==> src/rtl/sigdel_mc.sv <==
// Multi-channel sigma-delta DAC modulator with runtime 1st/2nd order selection.
// Shared prescaler strobe; each channel keeps its own accumulator/integrators.
module sigdel_mc #(
  parameter int unsigned WIDTH    = 8,
  parameter int unsigned CHANNELS = 2,
  parameter int unsigned DIV_W    = 4
) (
  input  logic                      clk,
  input  logic                      rst_n,
  input  logic                      en,
  input  logic                      order2,
  input  logic [DIV_W-1:0]          div,
  input  logic                      load,
  input  logic [CHANNELS*WIDTH-1:0] din,
  input  logic                      ovf_clr,
  output logic [CHANNELS-1:0]       bitstream,
  output logic                      tick,
  output logic [CHANNELS-1:0]       ovf
);

  localparam int unsigned IW = WIDTH + 4;
  // Two extra bits so i2 + i1n - fb cannot wrap before the clamp is applied.
  localparam int unsigned CW = WIDTH + 6;
  localparam logic signed [CW-1:0] Half   = CW'(2 ** (WIDTH - 1));
  localparam logic signed [CW-1:0] SatMax = CW'(2 ** (WIDTH + 2) - 1);

  logic [DIV_W-1:0]          cnt_q, cnt_d;
  logic [CHANNELS*WIDTH-1:0] shadow_q, shadow_d;
  logic                      order_q, order_d;
  logic                      tick_q;
  logic                      strobe;
  logic                      order_chg;

  always_comb begin
    strobe    = en & (cnt_q >= div);
    order_chg = order2 != order_q;
    cnt_d     = cnt_q;
    if (strobe) begin
      cnt_d = '0;
    end else if (en) begin
      cnt_d = cnt_q + DIV_W'(1);
    end
    order_d  = strobe ? order2 : order_q;
    shadow_d = load ? din : shadow_q;
  end

  always_ff @(posedge clk or negedge rst_n) begin
    if (!rst_n) begin
      cnt_q    <= '0;
      shadow_q <= '0;
      order_q  <= 1'b0;
      tick_q   <= 1'b0;
    end else begin
      cnt_q    <= cnt_d;
      shadow_q <= shadow_d;
      order_q  <= order_d;
      tick_q   <= strobe;
    end
  end

  assign tick = tick_q;

  for (genvar k = 0; k < CHANNELS; k++) begin : g_ch
    logic [WIDTH-1:0]        x;
    logic [WIDTH-1:0]        acc_q, acc_d;
    logic [WIDTH:0]          sum;
    logic signed [CW-1:0]    e, fb, i1_r, i1_n, i2_r, i2_n;
    logic signed [IW-1:0]    i1_q, i1_d, i2_q, i2_d;
    logic                    bs_q, bs_d;
    logic                    ovf_q, ovf_d;
    logic                    clamp;

    always_comb begin
      x     = shadow_q[k*WIDTH +: WIDTH];
      sum   = {1'b0, acc_q} + {1'b0, x};
      e     = $signed(CW'(x)) - Half;
      fb    = bs_q ? Half : -Half;
      clamp = 1'b0;

      i1_r = CW'(i1_q) + e - fb;
      i1_n = i1_r;
      if (i1_r > SatMax) begin
        i1_n  = SatMax;
        clamp = 1'b1;
      end else if (i1_r < -SatMax) begin
        i1_n  = -SatMax;
        clamp = 1'b1;
      end

      i2_r = CW'(i2_q) + i1_n - fb;
      i2_n = i2_r;
      if (i2_r > SatMax) begin
        i2_n  = SatMax;
        clamp = 1'b1;
      end else if (i2_r < -SatMax) begin
        i2_n  = -SatMax;
        clamp = 1'b1;
      end

      acc_d = acc_q;
      i1_d  = i1_q;
      i2_d  = i2_q;
      bs_d  = bs_q;
      // A clamp in the same cycle as a clear keeps the flag set.
      ovf_d = ovf_q & ~ovf_clr;
      if (strobe) begin
        if (order_chg) begin
          acc_d = '0;
          i1_d  = '0;
          i2_d  = '0;
          bs_d  = 1'b0;
        end else if (order_q) begin
          i1_d = IW'(i1_n);
          i2_d = IW'(i2_n);
          bs_d = ~i2_n[CW-1];
          if (clamp) ovf_d = 1'b1;
        end else begin
          acc_d = sum[WIDTH-1:0];
          bs_d  = sum[WIDTH];
        end
      end
    end

    always_ff @(posedge clk or negedge rst_n) begin
      if (!rst_n) begin
        acc_q <= '0;
        i1_q  <= '0;
        i2_q  <= '0;
        bs_q  <= 1'b0;
        ovf_q <= 1'b0;
      end else begin
        acc_q <= acc_d;
        i1_q  <= i1_d;
        i2_q  <= i2_d;
        bs_q  <= bs_d;
        ovf_q <= ovf_d;
      end
    end

    assign bitstream[k] = bs_q;
    assign ovf[k]       = ovf_q;
  end

endmodule

==> config.mk <==
export PLATFORM = sky130hd
export DESIGN_NAME = sigdel_mc
export DESIGN_NICKNAME = d
export VERILOG_FILES = /design/src/rtl/sigdel_mc.sv
export SDC_FILE = /design/constraint.sdc
export NUM_CORES = 1
export LEC_CHECK = 0
export CAP_MARGIN = 20
export CORE_MARGIN = 5
export CORE_UTILIZATION = 50
export DETAILED_ROUTE_END_ITERATION = 6
export HOLD_SLACK_MARGIN = 0.02
export PLACE_DENSITY = 0.78
export RECOVER_POWER = 50
export SLEW_MARGIN = 20
export SYNTH_ARGS = -nofsm -noshare
export SYNTH_HDL_FRONTEND = slang
export SYNTH_SLANG_ARGS = --single-unit
export TNS_END_PERCENT = 20
==> constraint.sdc <==
create_clock -name clk -period 18.4 [get_ports clk]
set_input_delay 2.76 -clock clk [delete_from_list [all_inputs] [get_ports clk]]
set_output_delay 2.76 -clock clk [all_outputs]
set_load 0.01 [all_outputs]
======== Word-level counts from Yosys, hierarchy flattened ========
Index checks and enable logic that the tools add are counted.
Widths: inputs -> output; s select.
word-level totals
  input bits .............................. 26
  register bits ........................... 90
  output and inout port bits .............. 5
  logic and storage cells ................. 92
cells by class
  add/subtract/negate cells ............... 13
  bitwise logic cells ..................... 6
  equal/unequal tests ..................... 2
  muxes and demuxes ....................... 44
  reduce and logical (&&, ||, !) cells .... 4
  order comparisons ....................... 9
operator list
  kind                  count
  $mux 14               10
  $mux 12               8
  $gt 14x11->1 const B  4
  $lt 14x11->1 const B  4
  $mux 8                4
  $add 12x14->14        2
  $sub 13x14->14        2
  $sub 14x14->14        2
  $add 12x9->13         2
  $mux 1                20
  $add 8x8->9           2
  $sub 8x8->9 const B   2
  $mux 4                2
  $add 4x1->4 const B   1
  $ge 4x4->1            1
  $reduce_and 2->1      2
  $reduce_bool 2->1     2
  $and 1x1->1           3
  $not 1->1             3
  $ne 2x1->1 const B    1
  $ne 1x1->1            1

======== Longest topological paths before layout ========
Gate-level depths: netlist of run 1.
  word-level depth ........................ 15
  gate-level depth with buffers ........... 29
  mapped depth without buffers ............ 27

======== Worst setup path after synthesis of run 1 ========
Ideal clock, no wire load.
  path kind ............................... register to register
  start ................................... reg g_ch[1].bs_q
  end ..................................... reg g_ch[1].i2_q[2]
  buffers on the path ..................... 1
  clock period less this slack ............ 6.770 ns
  slack ................................... 11.630 ns
  data required time ...................... 18.331 ns
  arrival ................................. 6.702 ns
  setup time .............................. 0.069 ns
  stages on the path, launching flop included .. 27
  cells stage by stage .................... dfrtp_1 > inv_1 > fa_1 > inv_1 > ha_1 > clkbuf_1 > and3_1 > and2_1 > a221o_1 > a21oi_1 > xnor2_1 > o2111ai_1 > a211o_1 > and2_1 > ha_1 > inv_1 > ha_1 > o21a_1 > or2_2 > a21o_1 > a21oi_1 > xnor2_1 > or4_1 > o41ai_1 > ha_1 > nor2_1 > a221o_1
between the ends
  word-level cells in the longest chain between the ends .. 12
  elaborated cells on any way between the ends .. 14
  those cells by class .................... add/sub (3); order compare (4); mux (7)
ends and longest elaborated chain
  element                 RTL line  text
  from (decl)             69        logic bs_q, bs_d;
  from (signal assigned)  135       bs_q <= bs_d;
  $mux 14 (*)             77        fb = bs_q ? Half : -Half;
  $sub 13x14->14          80        i1_r = CW'(i1_q) + e - fb;
  $lt 14x11->1            85        end else if (i1_r < -SatMax) begin
  $mux 14                 85
  $mux 14                 82        if (i1_r > SatMax) begin
  $add 12x14->14          90        i2_r = CW'(i2_q) + i1_n - fb;
  $sub 14x14->14 (*)      90
  $lt 14x11->1            95        end else if (i2_r < -SatMax) begin
  $mux 14                 95
  $mux 14 (*)             92        if (i2_r > SatMax) begin
  $mux 12 (*)             112       end else if (order_q) begin
  $mux 12 (*)             107       if (order_chg) begin
  to (signal assigned)    134       i2_q <= i2_d;
  to (decl)               68        logic signed [IW-1:0] i1_q, i1_d, i2_q, i2_d;
Every way passes the cells marked *; elsewhere a longest branch is shown, timed or not. The select of a mux whose other input is x is not followed.
A chain may end at the register's enable or synchronous reset.

======== Worst setup path after layout of run 1 ========
  start ................................... reg g_ch[1].bs_q
  end ..................................... reg g_ch[1].i2_q[3]
The elaborated chain is that of the path after synthesis.

==> run metrics, run 1 <==
post-synthesis average cell area=8.885 um2; Synth async-reset ratio=between 90% and 100%; vias in the first global route=about 6700; PortBufs=30; Post-Syn Area=8245 um2; Clock Path Buffers=2; Worst EP arrival=7850 ps; Storage cell area=2252 um2; Worst-Skew Late Latency=350 ps; top post-synthesis cells by area=dfrtp_1 27%, ha_1 16%, inv_1 7.0%; area leader, netlist=dfrtp_1; die width=between 100 and 150 um; post-CTS setup buffer count=0; Crit path max-delay family=compound AO/OA/AOI/OAI gates; status=complete, but fails checks; most frequent cell on the critical path=ha_1; vias per cell=5.861; WS Path Type=flip-flop to flip-flop; area share of fa/ha/maj cells after synthesis=20.79%; first-pass GRT wire length=32.37 mm; total length of routed wires=~19 mm; row cnt=47; initial core utilization=50.26%; Post-Syn Instances=928; DR WL/cell=16.20 um; endpoints failing setup=0; multi-input logic area=5314 um2; Final Core Density=about 55%; Die H=between 100 and 150 um; Layout Skew=9.320 ps; CTS tree=built; Remaining Overflow, GRT=0; fmax=between 0.1 and 0.15 GHz; Slew Limit Fails=86; share of cells above drive strength 1=under 10%; Synth top area share=27.31%; Post-DP HPWL=approximately 15 mm; Post-synth top flop=dfrtp_1; clk slew on worst S/H paths=~70 ps; syn_nets=1079; cts hold-fix bufs=0; failing checks=max-capacitance violations, max-slew violations; clk root buf=clkbuf_16; Final min period=7558 ps; Seq/Total Area, Yosys=27.31%; Max Cap Violations=1; pin count of the biggest net entering global routing=86; period utilization=slightly above 40%; largest family of logic cells by synthesized area=compound AO/OA/AOI/OAI gates; DR vias=6893; most frequent cells after synthesis=153 x inv_1, 105 x ha_1, 90 x dfrtp_1; TritonRoute pass-1 iters=7; antenna violations before repair=0; EDFF count, synth=0; TritonCTS sink count=90; Setup crit end kind=flip-flop; Hold Crit Class=flip-flop to flip-flop; io pins=31; biggest cell delay along the critical path=530 ps; final hold vios=0; worst rel slew slack=-216.9%; nets@finish=1102; Synth Area in Compound Gates=25.07%; Worst Tran Pin Value=approximately 4800 ps; number of clock buffers inserted by TritonCTS=9; area grow syn2layout=9.985%; Synth Area in Simple Gates=12.12%; Synth Register Bits=90; Layout fillers=around 1500; unrepaired setup endpoints after global routing=no; WP data required=~19000 ps; Worst path slowest cell=dfrtp_1; most numerous cell in the Yosys netlist=inv_1; mux contribution to synthesized area=less than 1%; final antenna-violating net count=0; Core Area=16410 um2; xor/xnor cell area share of the yosys netlist=5.812%; Remaining DRCs=0; RePlAce Congestion=0.8823; Distinct cells, synth=77; n_diodes=0; Fin Setup TNS=0 ps; Critical path buffers and inverters=3; PostCTS Resize Cnt=0; crit-path max FO=9; die footprint=19160 um2; Ys Warns=0; overall routing resource usage=20.13%; CP Launch Type=flip-flop; Initial DRC Count=620; H-tree lvl count=3
layer usage:
metal / track usage (%) / share of wire, % / vias to the layer above
li1: - / - / 3342
met1: 27.64 / 48 / 3366
met2: 33.02 / 46 / 165
met3: 3.384 / 4.6 / 20
met4: 5.564 / 1.1 / 0
met5: 0 / 0 / -
through the flow:
stage | hold WS [ps] | cell area [um2] | setup slack [ps] | std cells
after floorplan | 455.8 | 8245 | 11630 | 928
after global placement | 472.8 | 8758 | 11010 | 1160
after detailed placement | 487.2 | 8758 | 10910 | 1160
after CTS | 505.0 | 9074 | 10870 | 1176
after global routing | 521.9 | 9069 | 10210 | 1176
final | 504.3 | 9069 | 10840 | 1176
cell families (layout without fill, tap and decap cells):
kind of cell | after synthesis | after routing
AOI/OAI and AO/OA | 282 | 282
adders and majority gates | 125 | 125
and+or+nand+nor | 195 | 195
muxes | 4 | 4
xor gates and xnor gates | 53 | 53
buffers and inverters | 179 | 207
DFF | 90 | 90
layout make-up:
cell class / count / area share (%)
inverter: 156 / 6.485
tap: 220 / 3.035
clock buffer: 11 / 2.787
clock inverter: 5 / 0.6898
multi-input combinational: 659 / 58.60
timing repair buffer: 35 / 3.573
sequential: 90 / 24.83
final timing paths:
path | startpoint | endpoint | slack [ps] | depth (start not counted)
min in group asynchronous | rst_n | shadow_q[7] | 2250 | 1
max reg2reg | g_ch[1].bs_q | g_ch[1].i2_q[3] | 10840 | 26
min | g_ch[1].i2_q[1] | g_ch[1].i2_q[1] | 500 | 1
max in group asynchronous | rst_n | g_ch[1].i2_q[6] | 11310 | 2
max | g_ch[1].bs_q | g_ch[1].i2_q[3] | 10840 | 26
min reg2reg | g_ch[1].i2_q[1] | g_ch[1].i2_q[1] | 500 | 1
sequential cells by signal, summed over array words and instances (netlist names):
signal      flops
cnt_q           4
g_ch.acc_q     16
g_ch.bs_q       2
g_ch.i1_q      24
g_ch.i2_q      24
g_ch.ovf_q      2
order_q         1
shadow_q       16
tick            1
layout by cell type (no fill, tap or decap), types with 13 or more instances in the layout:
| master | instances |
|---|---|
| nand2_1 | 45 |
| clkdlybuf4s50_1 | 28 |
| xnor2_1 | 36 |
| inv_1 | 153 |
| o21a_1 | 13 |
| o21ai_0 | 51 |
| a21o_1 | 23 |
| a221o_1 | 14 |
| nand2b_1 | 16 |
| a21oi_1 | 47 |
| dfrtp_1 | 90 |
| fa_1 | 20 |
| a22o_1 | 25 |
| xor2_1 | 16 |
| nor2_1 | 48 |
| ha_1 | 105 |
Power of run 1 is not shown: default switching activity piles up to over one toggle a cycle in this logic, so the estimate is an artifact.
==> run 2, diff against run 1 <==
Clock period 18.4 ns to 7.3 ns, I/O delays scaled along.
==> run metrics, run 2 (synthesized netlist as in run 1, its figures left out) <==
Die H=138.4 um (unchanged); n_diodes=0 (unchanged); failing checks=max-capacitance violations, max-slew violations; CTS tree=built; Remaining DRCs=0 (unchanged); final antenna-violating net count=0 (unchanged); die width=138.4 um (unchanged); pin count of the biggest net entering global routing=67 (-22%); initial core utilization=50.26% (unchanged); WS Path Type=flip-flop to flip-flop; vias per cell=5.836 (-0.43%); H-tree lvl count=3 (unchanged); area grow syn2layout=11.96%; Layout fillers=1437 (-1.1%); Worst Tran Pin Value=3577 ps (-1176 ps); io pins=31 (unchanged); Core Area=16410 um2 (unchanged); total length of routed wires=19.55 mm (+2.6%); Layout Skew=7.831 ps (-1.489 ps); TritonCTS sink count=90 (unchanged); WP data required=7530 ps (-11160 ps); share of cells above drive strength 1=8.489% (+2.7 points); Top Registers=g_ch.i1_q: 24 flops, g_ch.i2_q: 24 flops; Final min period=6895 ps (-663.1 ps); RePlAce Congestion=0.9214 (+4.4%); vias in the first global route=6765 (+0.55%); status=complete, but fails checks; Slew Limit Fails=92 (+7.0%); die footprint=19160 um2 (unchanged); Hold Path End=cnt_q[3]; Storage cell area=2253 um2 (about the same); hold path cells=1 (unchanged); PortBufs=30 (unchanged); biggest cell delay along the critical path=540 ps (about the same); r2r setup slk=400 ps (-10440 ps); CP Launch Type=flip-flop; Remaining Overflow, GRT=0 (unchanged); fmax=0.1450 GHz (+9.6%); Max Cap Violations=2 (+1); Setup crit end kind=flip-flop; most frequent cell on the critical path=ha_1; cts hold-fix bufs=0 (unchanged); Hold Startpoint=cnt_q[3]; r2r worst-path depth=23 (-12%); Worst EP arrival=7120 ps (-730 ps); CP cell instances=fa_1 > inv_1 > ha_1 > and3_1 > and2_1 > a221o_1 > a21oi_1 > xnor2_2 > o2111ai_2 > a211o_1 > and2_1 > ha_1 > inv_1 > ha_1 > o21a_1 > or2_2 > a21o_1 > a21oi_1 > xnor2_1 > or4_1 > o41ai_1 > ha_1 > o41a_1; number of clock buffers inserted by TritonCTS=9 (unchanged); Worst path slowest cell=fa_1; first-pass GRT wire length=33.12 mm (+2.3%); Initial DRC Count=520 (-16%); Clock Path Buffers=2 (unchanged); clk slew on worst S/H paths=70 ps (about the same); Hold Crit Class=flip-flop to flip-flop; multi-input logic area=5409 um2 (+1.8%); Worst Setup Slack, final=404.9 ps (-10440 ps); DR vias=6922 (+0.42%); R2R Path Start=shadow_q[15]; period utilization=94.45% (+53 points); overall routing resource usage=20.66% (+0.53 points); commonest non-fill, non-tap cell in the layout=inv_1; dpl ws=110.7 ps (-10800 ps); nets@finish=1112 (+0.91%); TritonRoute pass-1 iters=5 (-2); antenna violations before repair=0 (unchanged); Worst-Skew Late Latency=350 ps (about the same); Post-DP HPWL=14.78 mm (+1.2%); Fin Setup TNS=0 ps (unchanged); RR Endpoint=g_ch[1].ovf_q; row cnt=47 (unchanged); unrepaired setup endpoints after global routing=no; endpoints failing setup=0 (unchanged); DR WL/cell=16.48 um (+1.8%); clk root buf=clkbuf_16; crit-path max FO=9 (unchanged); most frequent cells in the layout=152 x inv_1, 105 x ha_1, 89 x dfrtp_1, 50 x o21ai_0, 47 x nor2_1; final hold vios=0 (unchanged); worst rel slew slack=-138.5% (+78 points)
## run 2: cell types whose count changed in the layout (fill, tap and decap cells not counted), moves of 2 or more
cell and delta:
clkbuf_8 -2, xnor2_1 -2, xnor2_2 +2, buf_4 +11, a311oi_1 -4, a311oi_2 +4
## run 2: worst max-delay path by stage
stage / start / to / slack, ps / cells past startpoint
after CTS: g_ch[1].bs_q / g_ch[1].i2_q[6] / 100 / 25
after global placement: shadow_q[7] / g_ch[0].i2_q[4] / 160 / 22
after detailed placement: g_ch[1].bs_q / g_ch[1].i2_q[3] / 110 / 25
after floorplan: g_ch[1].bs_q / g_ch[1].i2_q[2] / 530 / 26
final: shadow_q[15] / g_ch[1].ovf_q / 400 / 23
after global routing: shadow_q[7] / g_ch[0].i2_q[9] / 10 / 24
## run 2: what timing repair did
action                                  4_1_cts  5_1_grt
resized for setup                             0       20
endpoints found under the setup margin        0       28
buffers inserted                              0        1
## run 2: through the flow
| step | cells | hold WS [ps] | area [um2] | util (%) |
|---|---|---|---|---|
| after detailed placement | 1169 | 482.3 | 8826 | 53.79 |
| final | 1186 | 487.8 | 9231 | 56.26 |
| after floorplan | 928 | 455.8 | 8245 | - |
| after global placement | 1169 | 475.8 | 8826 | 53.79 |
| after global routing | 1186 | 505.7 | 9231 | 56.26 |
| after CTS | 1185 | 493.0 | 9129 | 55.64 |
## run 2: worst max-delay path: cells and delay by family (launching register included)
kind	cells	cell delay [ps]
buf+inv	2	80
fa+ha+maj	5	1910
compound gates	9	2610
xor+xnor	2	320
simple gates	5	1380
flops	1	470
## run 2: area by class of cell
class                           instances  share of cell area, %
Sequential cell                        90                  24.41
Inverter                              156                  6.370
Timing Repair Buffer                   45                  4.364
Clock buffer                            9                  2.440
Multi-Input combinational cell        659                  58.59
Clock inverter                          7                 0.8403
Tap cell                              220                  2.982
## run 2: layer usage
metal	track usage [%]	wire length [um]	vias up	share of wire (%)
met5	0	0	-	0
met4	6.604	422	0	2.2
met3	3.902	1203	37	6.2
met2	31.68	8701	211	45
met1	29.63	9222	3297	47
li1	-	-	3377	-
Power of run 2 is left out for the same reason.
